### config.mk
export PLATFORM = sky130hd
export DESIGN_NAME = matrix_scan_ctrl_flat
export DESIGN_NICKNAME = d
export VERILOG_FILES = /design/src/rtl/matrix_pkg.sv /design/src/rtl/matrix_scan_ctrl_if.sv /design/src/rtl/matrix_pattern_rom.sv /design/src/rtl/matrix_scan_ctrl.sv /design/src/flat_wrapper.sv
export SDC_FILE = /design/constraint.sdc
export NUM_CORES = 1
export LEC_CHECK = 0
export CAP_MARGIN = 25
export CORE_ASPECT_RATIO = 1.1
export CORE_MARGIN = 10
export CORE_UTILIZATION = 54
export DETAILED_ROUTE_END_ITERATION = 16
export GPL_TIMING_DRIVEN = 0
export PLACE_DENSITY = 0.86
export SKIP_LAST_GASP = 1
export SLEW_MARGIN = 20
export SYNTH_ARGS = -nofsm -noshare
export SYNTH_HDL_FRONTEND = slang
export SYNTH_SLANG_ARGS = --single-unit
### constraint.sdc
create_clock -name clk -period 7.3 [get_ports clk]
set_clock_uncertainty 0.1 [all_clocks]
set_input_delay 1.095 -clock clk [delete_from_list [all_inputs] [get_ports clk]]
set_output_delay 1.095 -clock clk [all_outputs]
set_load 0.01 [all_outputs]
### src/rtl/matrix_pkg.sv
// Shared definitions for the LED matrix scan controller: pattern codes and selector width.
package matrix_pkg;

  localparam int unsigned PAT_W = 2;

  localparam logic [PAT_W-1:0] PAT_BLANK = 2'd0;
  localparam logic [PAT_W-1:0] PAT_BOX   = 2'd1;
  localparam logic [PAT_W-1:0] PAT_FULL  = 2'd2;
  localparam logic [PAT_W-1:0] PAT_CHECK = 2'd3;

  typedef enum logic {
    ST_IDLE = 1'b0,
    ST_SCAN = 1'b1
  } scan_state_e;

endpackage

### src/rtl/matrix_scan_ctrl_if.sv
// Control/display bundle between a matrix scan controller and its user.
interface matrix_scan_ctrl_if
  import matrix_pkg::*;
#(
  parameter int unsigned ROWS = 16,
  parameter int unsigned COLS = 16
);

  logic                      en;
  logic [PAT_W-1:0]          pat_sel;
  logic [$clog2(ROWS)-1:0]   row_bin;
  logic [ROWS-1:0]           row_sel;
  logic [COLS-1:0]           col;
  logic                      frame_tick;

  modport master (
    output en, pat_sel,
    input  row_bin, row_sel, col, frame_tick
  );

  modport slave (
    input  en, pat_sel,
    output row_bin, row_sel, col, frame_tick
  );

endinterface

### src/rtl/matrix_pattern_rom.sv
// Combinational pattern generator: (row, pattern) -> column bits, bit COLS-1 leftmost.
module matrix_pattern_rom
  import matrix_pkg::*;
#(
  parameter int unsigned ROWS = 16,
  parameter int unsigned COLS = 16
) (
  input  logic [$clog2(ROWS)-1:0] row,
  input  logic [PAT_W-1:0]        pat,
  output logic [COLS-1:0]         data_c
);

  int unsigned row_i;
  assign row_i = 32'(row);

  always_comb begin
    data_c = '0;
    case (pat)
      PAT_FULL: data_c = '1;
      PAT_BOX: begin
        for (int unsigned c = 0; c < COLS; c++) begin
          // top/bottom edges span cols 4..COLS-5, sides sit on cols 4 and COLS-5
          if ((row_i == 1 || row_i == ROWS - 3) && c >= 4 && c <= COLS - 5)
            data_c[c] = 1'b1;
          else if (row_i >= 2 && row_i <= ROWS - 4 && (c == 4 || c == COLS - 5))
            data_c[c] = 1'b1;
        end
      end
      PAT_CHECK: begin
        for (int unsigned c = 0; c < COLS; c++)
          data_c[c] = (((row_i + c) & 32'd1) == 32'd0);
      end
      default: data_c = '0;
    endcase
  end

endmodule

### src/rtl/matrix_scan_ctrl.sv
// Row-multiplexed LED matrix scanner with frame-synchronous pattern switching.
// Optional horizontal scroll compiled in with `define MATRIX_SCROLL_EN.
module matrix_scan_ctrl
  import matrix_pkg::*;
#(
  parameter int unsigned ROWS          = 16,
  parameter int unsigned COLS          = 16,
  parameter int unsigned SCAN_DIV      = 1000,
  parameter int unsigned SCROLL_FRAMES = 8
) (
  input  logic             clk,
  input  logic             rst_n,
  matrix_scan_ctrl_if.slave bus
);

  localparam int unsigned ROW_W = $clog2(ROWS);
  localparam int unsigned DIV_W = $clog2(SCAN_DIV);

  if (ROWS < 2 || COLS < 8 || SCAN_DIV < 2 || SCROLL_FRAMES < 1) begin : g_bad_param
    $error("matrix_scan_ctrl: illegal parameter value");
  end

  scan_state_e      state_q, state_nxt;
  logic [DIV_W-1:0] div_q, div_nxt;
  logic [ROW_W-1:0] row_q, row_nxt;
  logic [PAT_W-1:0] pat_q, pat_nxt;
  logic             active_c, wrap_c;
  logic [COLS-1:0]  rom_c, col_c;
  logic [ROWS-1:0]  row_sel_q;
  logic [COLS-1:0]  col_q;
  logic             tick_q;

  // Next-state: divider, row index and frame-synchronous pattern latch
  always_comb begin
    state_nxt = state_q;
    div_nxt   = div_q;
    row_nxt   = row_q;
    pat_nxt   = pat_q;
    active_c  = 1'b0;
    wrap_c    = 1'b0;
    case (state_q)
      ST_IDLE: begin
        if (bus.en) begin
          state_nxt = ST_SCAN;
          div_nxt   = '0;
          row_nxt   = '0;
          pat_nxt   = bus.pat_sel;
          active_c  = 1'b1;
        end
      end
      ST_SCAN: begin
        if (!bus.en) begin
          state_nxt = ST_IDLE;
          div_nxt   = '0;
          row_nxt   = '0;
        end else begin
          active_c = 1'b1;
          if (div_q == DIV_W'(SCAN_DIV - 1)) begin
            div_nxt = '0;
            if (row_q == ROW_W'(ROWS - 1)) begin
              row_nxt = '0;
              pat_nxt = bus.pat_sel;
              wrap_c  = 1'b1;
            end else begin
              row_nxt = row_q + ROW_W'(1);
            end
          end else begin
            div_nxt = div_q + DIV_W'(1);
          end
        end
      end
      default: state_nxt = ST_IDLE;
    endcase
  end

  // Pattern looked up for the row/pattern that will be shown next cycle
  matrix_pattern_rom #(
    .ROWS (ROWS),
    .COLS (COLS)
  ) u_rom (
    .row    (row_nxt),
    .pat    (pat_nxt),
    .data_c (rom_c)
  );

`ifdef MATRIX_SCROLL_EN
  localparam int unsigned OFF_W  = $clog2(COLS);
  localparam int unsigned FCNT_W = (SCROLL_FRAMES > 1) ? $clog2(SCROLL_FRAMES) : 1;

  logic [OFF_W-1:0]  off_q, off_nxt;
  logic [FCNT_W-1:0] fcnt_q, fcnt_nxt;
  logic [2*COLS-1:0] dbl_c;

  // Offset steps once per SCROLL_FRAMES wraps; rotation via doubled word
  always_comb begin
    off_nxt  = off_q;
    fcnt_nxt = fcnt_q;
    if (!active_c) begin
      off_nxt  = '0;
      fcnt_nxt = '0;
    end else if (wrap_c) begin
      if (fcnt_q == FCNT_W'(SCROLL_FRAMES - 1)) begin
        fcnt_nxt = '0;
        off_nxt  = (off_q == OFF_W'(COLS - 1)) ? '0 : off_q + OFF_W'(1);
      end else begin
        fcnt_nxt = fcnt_q + FCNT_W'(1);
      end
    end
    dbl_c = {rom_c, rom_c} << off_nxt;
    col_c = dbl_c[2*COLS-1 -: COLS];
  end

  always_ff @(posedge clk or negedge rst_n) begin
    if (!rst_n) begin
      off_q  <= '0;
      fcnt_q <= '0;
    end else begin
      off_q  <= off_nxt;
      fcnt_q <= fcnt_nxt;
    end
  end
`else
  assign col_c = rom_c;
`endif

  always_ff @(posedge clk or negedge rst_n) begin
    if (!rst_n) begin
      state_q   <= ST_IDLE;
      div_q     <= '0;
      row_q     <= '0;
      pat_q     <= PAT_BLANK;
      row_sel_q <= '0;
      col_q     <= '0;
      tick_q    <= 1'b0;
    end else begin
      state_q   <= state_nxt;
      div_q     <= div_nxt;
      row_q     <= row_nxt;
      pat_q     <= pat_nxt;
      row_sel_q <= active_c ? (ROWS'(1'b1) << row_nxt) : '0;
      col_q     <= active_c ? col_c : '0;
      tick_q    <= wrap_c;
    end
  end

  assign bus.row_bin    = row_q;
  assign bus.row_sel    = row_sel_q;
  assign bus.col        = col_q;
  assign bus.frame_tick = tick_q;

endmodule

### src/flat_wrapper.sv
// flat-port wrapper written by rule: the top's interface ports become plain ports
module matrix_scan_ctrl_flat import matrix_pkg::*;
#(
  parameter int unsigned ROWS          = 16,
  parameter int unsigned COLS          = 16,
  parameter int unsigned SCAN_DIV      = 1000,
  parameter int unsigned SCROLL_FRAMES = 8
)
  (clk, rst_n, bus_en, bus_pat_sel, bus_row_bin, bus_row_sel, bus_col, bus_frame_tick);
  matrix_scan_ctrl_if #(.ROWS(ROWS), .COLS(COLS)) bus_i ();
  input  logic clk;
  input  logic rst_n;
  input wire logic [$bits(bus_i.en)-1:0] bus_en;
  input wire logic [$bits(bus_i.pat_sel)-1:0] bus_pat_sel;
  output wire logic [$bits(bus_i.row_bin)-1:0] bus_row_bin;
  output wire logic [$bits(bus_i.row_sel)-1:0] bus_row_sel;
  output wire logic [$bits(bus_i.col)-1:0] bus_col;
  output wire logic [$bits(bus_i.frame_tick)-1:0] bus_frame_tick;
  assign bus_i.en = bus_en;
  assign bus_i.pat_sel = bus_pat_sel;
  assign bus_row_bin = bus_i.row_bin;
  assign bus_row_sel = bus_i.row_sel;
  assign bus_col = bus_i.col;
  assign bus_frame_tick = bus_i.frame_tick;
  matrix_scan_ctrl #(.ROWS(ROWS), .COLS(COLS), .SCAN_DIV(SCAN_DIV), .SCROLL_FRAMES(SCROLL_FRAMES)) u_core (.clk(clk), .rst_n(rst_n), .bus(bus_i));
endmodule
* Word level (Yosys, flattened, before mapping)
Index checks and enable logic that the tools add are counted.
Operators by class: $add $sub $neg 17, $lt $le $gt $ge 2, eq/ne operators 8, shift-type cells 1, mux-type cells 27, bitwise gates (word level) 1, reduce and logical (&&, ||, !) cells 18
Operator list (number):
- $logic_not A32 Y1 | 16
- $mux W16 | 2
- $mux W10 | 3
- $pmux W4 S2 | 3
- $pmux W8 S3 | 1
- $pmux W10 S2 | 1
- $mux W4 | 4
- $shl A1 B4 Y16 const A | 1
- $add A1 B1 Y1 const B | 15
- $add A10 B1 Y10 const B | 1
- $eq A10 B10 Y1 const B | 1
- $eq A4 B4 Y1 const B | 2
- $mux W1 | 8
- $mux W2 | 4
- $add A4 B1 Y4 const B | 1
- $eq A2 B2 Y1 const B | 2
- $eq A4 B1 Y1 const B | 1
- $ge A4 B2 Y1 const B | 1
- $le A4 B4 Y1 const B | 1
- $pmux W2 S2 | 1
- $eq A2 B1 Y1 const B | 1
- $ne A2 B2 Y1 const B | 1
- $logic_and A1 B1 Y1 | 1
- $logic_or A1 B1 Y1 | 1
- $not A1 Y1 | 1
Storage, ports and cells: flip-flop bits (word level) 50, logic and storage cells 81

* Depth between registers and ports, before layout
word-level depth 11, depth in mapped cells 9

* Hierarchy
Synthesis repeated with hierarchy kept, for this count alone.
Unflattened totals: cells, all modules 206, area total of the unflattened synthesis 2218.4 µm²
By module, submodules not included:
- matrix_scan_ctrl | instances 1, cells an instance 178, area an instance 2024.4 µm², sequential area each 1251.2 µm²
- matrix_pattern_rom | instances 1, cells an instance 28, area an instance 193.9 µm², sequential area each 0.0 µm²

* Worst setup path after synthesis
No wires, ideal clock.
path kind input to register, start in bus_en, end reg u_core.col_q[9] (netlist: u_core.bus.col[9]), library setup time 0.124 ns, arrival 2.522 ns, data required time 7.076 ns, setup slack 4.554 ns, cell stages on the path 7, path buffers 1, path through buf_6 -> nand2_1 -> a31oi_1 -> o21ai_0 -> and3_4 -> o21a_1 -> o31a_1
On the way: word-level cells in the longest chain between the ends 7
Ends and longest elaborated chain:
- start, declared | line flat_wrapper.sv:13 | input wire logic [$bits(bus_i.en)-1:0] bus_en;
- branches (longest 6 deep; another with $add A1 B1 Y1)
- $mux W16 * | line matrix_scan_ctrl.sv:141 | col_q <= active_c ? col_c : '0;
- end signal, assigned | line matrix_scan_ctrl.sv:141
- end, declared | line matrix_scan_ctrl.sv:30 | logic [COLS-1:0] col_q;
Mark *: on every way between the ends. A chain may end at the register's enable or synchronous reset.

* Worst setup path in the final report
start in bus_en, end reg u_core.col_q[4] (netlist: u_core.bus.col[4])
On the way: word-level cells in the longest chain between the ends 8
Ends and longest elaborated chain:
- $mux W4, on equally long branches | line matrix_scan_ctrl.sv:52, matrix_scan_ctrl.sv:43
- $pmux W4 S2 | line matrix_scan_ctrl.sv:41 | case (state_q)
- $ge A4 B2 Y1 / $le A4 B4 Y1 (equally long branches)
- $logic_and A1 B1 Y1
- $mux W1 | line matrix_pattern_rom.sv:25 | else if (row_i >= 2 && row_i <= ROWS - 4 && (c == 4 || c == COLS - 5))
- $mux W1 | line matrix_pattern_rom.sv:23 | if ((row_i == 1 || row_i == ROWS - 3) && c >= 4 && c <= COLS - 5)
- $pmux W8 S3 | line matrix_pattern_rom.sv:18 | case (pat)
- $mux W16 * | line matrix_scan_ctrl.sv:141
Every way passes the cells marked *; elsewhere a longest branch is shown, timed or not.

==> run metrics <==
number of flops mapped to enable cells by yosys 0; CTS tree yes; initial antenna violation count 0; peak supply drop ~0.13 mV; Worst Path Required about 7.5 ns; Area after DPL between 0.002 and 0.0025 mm²; Total Wirelength ~4300 µm; cell area power density approximately 180 mW/mm²; wire length per cell after detailed routing about 15 µm; combined flip-flop and latch cell area 0.00100 mm²; number of core rows 22; via count of the first global-routing pass between 1,500 and 2,000; Antenna Cells 0; Setup Viol. Count Final 0; Via Count 1,553; setup TNS 0 ns; DRC errors left 0; clock buffer depth 2; share of post-route cells with drive strength above 1 ~16%; DP HPWL 3210 µm; sum of overflow across all layers after global routing 0; Sinks on Clock Net 40; final period demand of the worst path ~3.2 ns; maximum fanout along the worst path 9; total CTS buffers 5; post-route cell area 0.00252 mm²; area of the mapped netlist 0.00193 mm²; clock root cell sky130_fd_sc_hd__clkbuf_4; overall die width 77.1 µm; critical setup path kind input port to flop; clock slew at reported path FFs 0.12 ns; RSZ-0062 raised after global routing false; critical path launch point type input port; cell type with the highest aggregate area in the netlist sky130_fd_sc_hd__dfrtp_1; count of final hold-check violations 0; capturing element type of the critical path flop; worst hold-check path type flop to flop; Max-cap violations 0; number of search-and-repair iterations in the first detailed-routing pass 4; Global Route met2 Usage between 20% and 30%; iteration-0 DRC count of the detailed router between 100 and 150; core region area about 0.0034 mm²; Post-Syn Area per Cell 10.2 µm²; GR Layer Usage met1 15.6%; clock latency at the later pin of the worst-skew pair roughly 0.35 ns; most frequent cells in the layout sky130_fd_sc_hd__clkdlybuf4s50_1, sky130_fd_sc_hd__dfrtp_1, sky130_fd_sc_hd__nor2_1; Total Die Area around 0.0064 mm²; leading cell types by total area after synthesis sky130_fd_sc_hd__dfrtp_1, sky130_fd_sc_hd__buf_4, sky130_fd_sc_hd__nor2_1, sky130_fd_sc_hd__nand2_1, sky130_fd_sc_hd__o21ai_0; Filler Cell Count between 200 and 250; residual antenna-violating net count after detailed routing 0; met3 Track Usage GR 4.85%; cell chain of the critical path clkdlybuf4s50_1 > buf_6 > nand2_1 > a31oi_1 > o21ai_0 > a21oi_1 > a221oi_1 > or2_2; Period Utilization, post-route between 40% and 50%; register bit total from synthesis 40; result of the run complete, no violations; total nets after synthesis 196; GP Congestion 0.838; Slew @ Worst Pin around 0.64 ns; maximum number of pins on one net before global-route repair 28; area overhead of the layout relative to synthesis 30.1%; die height between 80 and 90 µm; highest attainable clock frequency about 310 MHz; NumNets Final roughly 250; fraction of the yosys area taken by sequential cells about half; number of buffers added to fix hold violations after cts 0; H-tree lvl count 2; initial core utilization ~57%; final count of pins violating max slew 0; count of mapped cells out of synthesis between 150 and 200; worst rel slew slack 56.9%; Slowest Stage Delay on Critical Path approximately 0.53 ns; post-detailed-route via-to-cell ratio about 5.4; number of warnings reported in the yosys synthesis log 0; busiest layer in global routing met2; Slowest-stage cell, CP sky130_fd_sc_hd__a31oi_1; Yosys top cell area share between 50% and 60%; post-synthesis cell type count between 40 and 50; wire length of the first global-routing pass ~7300 µm; gr usage total 14.2%; data arrival time of the worst path roughly 3.4 ns; # port buffers slightly above 40; area of the multi-input gates roughly 780 µm²; Post-CTS Resized 0; post-CTS setup-driven buffer insertion count 0; leakage power between 1 and 1.5 nW; async set or reset register ratio after synthesis between 90% and 100%; dominant synthesized flop cell sky130_fd_sc_hd__dfrtp_1; number of placed I/O pins 42
## state kept, by name, summed over array words and instances, names as in the netlist
signal and count:
u_core.bus.frame_tick 1, u_core.bus.col 6, u_core.state_q 1, u_core.bus.row_bin 4, u_core.bus.row_sel 16, u_core.div_q 10, u_core.pat_q 2
## path summary, 6_finish.rpt
kind | end | start | cells past startpoint | slack (ns)
max | u_core.bus.col[4] | bus_en | 8 | 4.07
min | u_core.div_q[0] | u_core.div_q[0] | 1 | 0.43
max reg2reg | u_core.bus.col[4] | u_core.div_q[0] | 7 | 4.69
min reg2reg | u_core.div_q[0] | u_core.div_q[0] | 1 | 0.43
max in group asynchronous | u_core.bus.row_sel[4] | rst_n | 2 | 6.14
min in group asynchronous | u_core.div_q[5] | rst_n | 1 | 0.52
## cell families (layout without fill, tap and decap cells)
kind of cell / after synthesis / in the layout / synth area share, %
and+or+nand+nor: 84 / 84 / 23.8
adders and majority gates: 2 / 2 / 1.29
buffers and inverters: 21 / 70 / 7.76
AOI/OAI and AO/OA: 36 / 36 / 12.5
xor gates and xnor gates: 4 / 4 / 1.81
DFF: 40 / 40 / 51.7
muxes: 2 / 2 / 1.03
## power by group
group          internal, W  switching (W)
Clock             0.000105      0.0000739
Sequential        0.000227     0.00000404
Combinational    0.0000274      0.0000232
Total             0.000359       0.000101
## per-layer routing
layer / part of all wire (%) / wire [µm] / up-vias
met1: 44 / 1870 / 752
met4: 1.4 / 62 / 0
li1: - / - / 755
met3: 5.8 / 251 / 7
met5: 0 / 0 / -
met2: 49 / 2110 / 39
## layout make-up
type	count	share of cell area, %
plain buffers	17	5.37
clock buffers	5	1.49
clock inverters	2	2.39
inverters	4	0.596
multi-input cells	128	31.1
flip-flops and latches	40	39.8
well taps	48	2.39
repair buffers	42	16.9
## cells in the mapped netlist, drive strengths merged, types with 2 or more instances
cell / n
a21oi: 7
a221oi: 2
a31oi: 2
and3: 9
and4b: 2
buf: 14
clkbuf: 3
dfrtp: 40
ha: 2
inv: 4
mux2i: 2
nand2: 19
nand2b: 6
nand3: 10
nand4: 4
nor2: 22
o21ai: 13
o31a: 2
o31ai: 2
or2: 2
or3: 2
xnor2: 2
xor2: 2
## stage by stage
| step | total power (W) | setup slack, ns | utilization [%] | std cells | hold WS [ns] |
|---|---|---|---|---|---|
| 2_1_floorplan | 0.000260 | 4.55 | - | 189 | 0.374 |
| 3_3_place_gp | 0.000284 | 3.65 | 71.0 | 278 | 0.404 |
| 3_5_place_dp | 0.000287 | 3.69 | 71.5 | 279 | 0.415 |
| 4_1_cts | 0.000463 | 4.06 | 74.4 | 286 | 0.435 |
| 5_1_grt | 0.000475 | 3.84 | 74.4 | 286 | 0.456 |
| 6_report | 0.000460 | 4.07 | 74.4 | 286 | 0.433 |
## worst max-delay path: cells and delay by family
kind	cells	cell delay, ns
AO/OA/AOI/OAI	4	1.23
buffers and inverters	2	0.62
AND/OR/NAND/NOR	2	0.43
Note: power is estimated with default switching activity, not from simulation.
